## config.mk

```make
export PLATFORM = sky130hd
export DESIGN_NAME = seg7_scan_mux
export DESIGN_NICKNAME = d
export VERILOG_FILES = /design/src/rtl/seg7_scan_mux.sv
export SDC_FILE = /design/constraint.sdc
export NUM_CORES = 1
export LEC_CHECK = 0
export CAP_MARGIN = 20
export CORE_MARGIN = 4
export CORE_UTILIZATION = 34
export CTS_BUF_LIST = sky130_fd_sc_hd__clkbuf_4 sky130_fd_sc_hd__clkbuf_8
export CTS_CLUSTER_SIZE = 25
export DETAILED_ROUTE_END_ITERATION = 8
export PLACE_DENSITY = 0.61
export RECOVER_POWER = 25
export REMOVE_ABC_BUFFERS = 1
export SETUP_SLACK_MARGIN = 0.5
export SYNTH_ARGS = -nofsm -noshare
export SYNTH_HDL_FRONTEND = slang
export SYNTH_SLANG_ARGS = --single-unit
```

## constraint.sdc

```tcl
create_clock -name clk -period 3.62 [get_ports clk]
set_clock_uncertainty 0.2 [all_clocks]
set_input_delay 0.724 -clock clk [delete_from_list [all_inputs] [get_ports clk]]
set_output_delay 0.724 -clock clk [all_outputs]
set_load 0.005 [all_outputs]
```

## src/rtl/seg7_scan_mux.sv

```systemverilog
// Time-multiplexed 7-segment driver: scans DIGITS snapshotted BCD digits onto a
// shared segment bus, blanking the start of every slot and optionally leading zeros.
module seg7_scan_mux #(
  parameter int DIGITS    = 6,
  parameter int SCAN_DIV  = 2048,
  parameter int BLANK_CYC = 64
) (
  input  logic                  clk,
  input  logic                  reset,
  input  logic                  enable,
  input  logic [4*DIGITS-1:0]   bcd_in,
  input  logic [DIGITS-1:0]     dp_in,
  input  logic                  lz_blank,
  output logic [2:0]            seg7_sel,
  output logic [6:0]            seg7_out,
  output logic                  dpt_out,
  output logic                  frame_done
);

  localparam int PW = $clog2(SCAN_DIV);
  localparam logic [PW-1:0] PCNT_LAST = PW'(SCAN_DIV - 1);
  localparam logic [PW-1:0] GAP_LAST  = PW'((BLANK_CYC > 0) ? BLANK_CYC - 1 : 0);
  localparam logic [2:0]    IDX_LAST  = 3'(DIGITS - 1);

  typedef enum logic [1:0] {IDLE, GAP, SHOW} state_t;
  localparam state_t SLOT_START = (BLANK_CYC == 0) ? SHOW : GAP;

  state_t                state, state_nx;
  logic [PW-1:0]         pcnt, pcnt_nx;
  logic [2:0]            idx, idx_nx;
  logic [4*DIGITS-1:0]   snap_bcd, bcd_nx;
  logic [DIGITS-1:0]     snap_dp, dp_nx;
  logic                  snap_lz, lz_nx;
  logic                  done_nx;
  logic                  capture;

  always_ff @(posedge clk or negedge reset) begin
    if (!reset) begin
      state      <= IDLE;
      pcnt       <= '0;
      idx        <= '0;
      snap_bcd   <= '0;
      snap_dp    <= '0;
      snap_lz    <= 1'b0;
      frame_done <= 1'b0;
    end else begin
      state      <= state_nx;
      pcnt       <= pcnt_nx;
      idx        <= idx_nx;
      snap_bcd   <= bcd_nx;
      snap_dp    <= dp_nx;
      snap_lz    <= lz_nx;
      frame_done <= done_nx;
    end
  end

  always_comb begin
    state_nx = state;
    pcnt_nx  = pcnt;
    idx_nx   = idx;
    done_nx  = 1'b0;
    capture  = 1'b0;
    if (!enable) begin
      state_nx = IDLE;
      pcnt_nx  = '0;
      idx_nx   = '0;
    end else begin
      case (state)
        IDLE: begin
          state_nx = SLOT_START;
          pcnt_nx  = '0;
          idx_nx   = '0;
          capture  = 1'b1;
        end
        GAP: begin
          pcnt_nx = pcnt + PW'(1);
          if (pcnt == GAP_LAST) state_nx = SHOW;
        end
        SHOW: begin
          if (pcnt == PCNT_LAST) begin
            pcnt_nx  = '0;
            state_nx = SLOT_START;
            // Frame boundary: wrap and resample so a frame never mixes old and new digits.
            if (idx == IDX_LAST) begin
              idx_nx  = '0;
              done_nx = 1'b1;
              capture = 1'b1;
            end else begin
              idx_nx = idx + 3'd1;
            end
          end else begin
            pcnt_nx = pcnt + PW'(1);
          end
        end
        default: state_nx = IDLE;
      endcase
    end
    bcd_nx = capture ? bcd_in   : snap_bcd;
    dp_nx  = capture ? dp_in    : snap_dp;
    lz_nx  = capture ? lz_blank : snap_lz;
  end

  function automatic logic [6:0] decode(input logic [3:0] d);
    case (d)
      4'd0:    decode = 7'b1111110;
      4'd1:    decode = 7'b0110000;
      4'd2:    decode = 7'b1101101;
      4'd3:    decode = 7'b1111001;
      4'd4:    decode = 7'b0110011;
      4'd5:    decode = 7'b1011011;
      4'd6:    decode = 7'b1011111;
      4'd7:    decode = 7'b1110000;
      4'd8:    decode = 7'b1111111;
      4'd9:    decode = 7'b1111011;
      default: decode = 7'b0000000;
    endcase
  endfunction

  logic [3:0] cur_digit;
  logic       cur_dp;
  logic       lz_hit;
  logic       zero_run;

  // zero_run tracks "this digit and every higher digit are zero" walking down from the MSD.
  always_comb begin
    cur_digit = '0;
    cur_dp    = 1'b0;
    lz_hit    = 1'b0;
    zero_run  = snap_lz;
    for (int i = DIGITS - 1; i >= 0; i--) begin
      zero_run = zero_run & (snap_bcd[4*i +: 4] == 4'd0);
      if (idx == 3'(i)) begin
        cur_digit = snap_bcd[4*i +: 4];
        cur_dp    = snap_dp[i];
        lz_hit    = zero_run && (i != 0);
      end
    end
  end

  assign seg7_sel = IDX_LAST - idx;
  assign seg7_out = (state == SHOW && !lz_hit) ? decode(cur_digit) : 7'b0000000;
  assign dpt_out  = (state == SHOW) && cur_dp;

endmodule
```

==> summary.txt <==
status: complete, but fails checks
violations in the final reports: capacitance limit, slew limit, setup timing
most common cell after layout, fill and taps aside: dfrtp_1
PwrDens: 330 nW/um^2
slew margin rel.: -16.7%
Synth area leaders: dfrtp_1 38%, mux2_4 13%, ha_1 6.4%, a21oi_1 2.9%, o21ai_0 2.1%
I/O pin cnt: 46
most frequent cells in the layout: 48 x dfrtp_1, 39 x buf_4, 36 x clkdlybuf4s50_1
CTS Hold Bufs: 0
core box area: 8850 um^2
Met2 Wirelength: 3.96 mm
Warnings, synthesis: 0
layout cell share with drive strength beyond 1: 34.9%
RSZ-0062 raised after global routing: yes
register area share after synthesis: 38.1%
Root Driver: clkbuf_8
hpwl dp: 5.41 mm
GP Congestion: 0.792
Syn Std Cell Area: 3150 um^2
gr usage total: 14.4%
nets@finish: 421
CP max stage cell: dfrtp_1
CTS Buffer Depth: 2
Post-DP Area: 3860 um^2
DR WL/cell: 15.9 um
Tmin final: 3.78 ns
Arrival @ worst endpoint: 2.86 ns
# DRC: 0
Critical Path Start Type: flip-flop
Area growth, synth to finish: 33.4%
number of flops mapped to enable cells by yosys: 0
final wirelength: 7.62 mm
fin. max-slew vios: 33
Least-Margin Pin Slew: 1.75 ns
number of antenna diodes: 0
Util after Layout: 47.5%
Max Cap Viol: 1
Syn Area/Cell: 10.9 um^2
Max rail drop VDD: 0.159 mV
clock-pin slew on the worst setup and hold paths: 0.09 ns
Non-Filler Instances: 480
Req. time, crit path: 2.70 ns
final setup vio count: 2
maximum number of pins on one net before global-route repair: 49
Die ar.: 10900 um^2
Final Cycle Share: 104%
CTS buffer count: 5
fmax: 265 MHz
Placed Instances: 459
top-area cell type share of the netlist area: 38.1%
clock sink count: 48
first drt pass iteration count: 4
WS Path Type: flip-flop to output pin
Detail Route Antenna Nets: 0
Mapped Cells: 289
final worst slack: -0.159 ns
Vias: 2529
first-pass GRT wire length: 13.1 mm
setup TNS: -0.228 ns
synth unique cells: 65
clock latency on the worst-skew pair: 0.31 ns
vias in the first global route: 2667
P_leak: 1.84 nW
Yosys top cell by area: dfrtp_1
worst hold-check path type: primary input to asynchronous set/reset pin
WL met1: 3.35 mm
final hold violation count: 0
met3 WL post-DR: 259 um
post-synthesis register bit count: 48
antenna violations before repair: 0
Die Y: 104 um
cell-by-cell trace of the critical path: inv_4 > ha_4 > and3_4 > a311o_1 > a32oi_1 > inv_1 > ha_2 > o41a_1 > a21bo_2 > a21oi_2 > buf_2
CTS H-Tree Depth: 2
initial core utilization: 35.6%
ys flop type: dfrtp_1
Post-Layout Inst Area: 4200 um^2
port buffer count: 45
Max stage delay on crit path: 0.43 ns
DRT iter0 DRCs: 75
ys async rst share: 100%
gr ovfl total: 0
pre-CTS setup slack: -0.413 ns
maximum fanout along the worst path: 5
vias per std cell: 5.27
Top Layer Used: met4
CTS tree: built
cell row count: 34
Die Wd: 104 um
CP Capture Type: output pin
[cell type report]
cell class	count	area, um^2
well taps	108	135
clock buffers	5	68.8
inverters	16	62.6
fillers	839	4640
repair buffers	90	776
multi-input cells	210	1940
flip-flops and latches	48	1200
clock inverters	3	21.3
[final timing paths]
kind                                          start                      end  slack, ns  cells past startpoint
worst max-delay path             idx[1]$_DFFE_PN0P_              seg7_out[1]      -0.16                     11
max in group asynchronous                     reset       idx[0]$_DFFE_PN0P_       0.80                      2
min in group clk                snap_lz$_DFFE_PN0P_      snap_lz$_DFFE_PN0P_       0.31                      1
worst min-delay path                          reset     state[1]$_DFFE_PN0P_       0.31                      1
worst max register to register  pcnt[0]$_DFFE_PN0P_  snap_bcd[4]$_DFFE_PN0P_       0.75                      7
worst min register to register  snap_lz$_DFFE_PN0P_      snap_lz$_DFFE_PN0P_       0.31                      1
[where the power goes]
part | leakage [nW] | switching (mW) | total, mW | internal, mW
Combinational | 1.20 | 0.152 | 0.381 | 0.229
Sequential | 0.598 | 0.0653 | 0.672 | 0.607
Clock | 0.0445 | 0.196 | 0.333 | 0.137
[per-stage QoR]
stage	power [mW]	hold slack [ns]
2_1_floorplan	0.898	0.228
6_report	1.39	0.313
3_3_place_gp	1.03	0.290
5_1_grt	1.46	0.330
3_5_place_dp	1.03	0.294
4_1_cts	1.40	0.317
[logic make-up after synthesis]
logic type	Yosys count	share of synthesized area [%]
mux	33	15.0
xor+xnor	5	1.39
buf+inv	31	5.60
simple gates	81	14.9
flops	48	38.1
fa+ha+maj	16	6.35
compound gates	75	18.6
[routing by layer]
metal	up-vias	track usage [%]
met1	1250	17.9
met4	0	1.99
met2	34	25.6
li1	1238	-
met3	7	3.79
met5	-	0
[sequential cells by signal (all words and copies together) (netlist names)]
register	flops
snap_bcd	24
pcnt	11
snap_dp	6
idx	3
state	2
frame_done	1
snap_lz	1
[synth_stat cells, types with 3 or more instances]
master / instances
xnor2_1: 3
nor2_1: 14
nor3b_1: 3
nand2_1: 16
dfrtp_1: 48
o21ai_0: 13
mux2_1: 3
nor3_1: 5
or3_1: 3
nand4_1: 4
nor4_1: 4
buf_2: 6
buf_4: 4
o211ai_1: 4
nand3_1: 7
o31ai_2: 3
mux2_4: 27
nand2b_1: 3
o211a_1: 3
inv_1: 16
a21oi_1: 18
buf_6: 5
nor2b_1: 5
nand3b_1: 3
ha_1: 16
[critical path, delay by kind of cell, from the launching register on]
family	cells	cell delay (ns)
AO/OA/AOI/OAI	5	1.32
adder cells (fa/ha/maj)	2	0.36
buffers and inverters	3	0.29
flip-flops	1	0.43
AND/OR/NAND/NOR	1	0.14
[what timing repair did]
item	in CTS	in global routing
gates resized for setup	65	5
pin swaps	20	6
buffers inserted	11	1
endpoints found under the setup margin	8	8
Note: power is estimated with default switching activity, not from simulation.
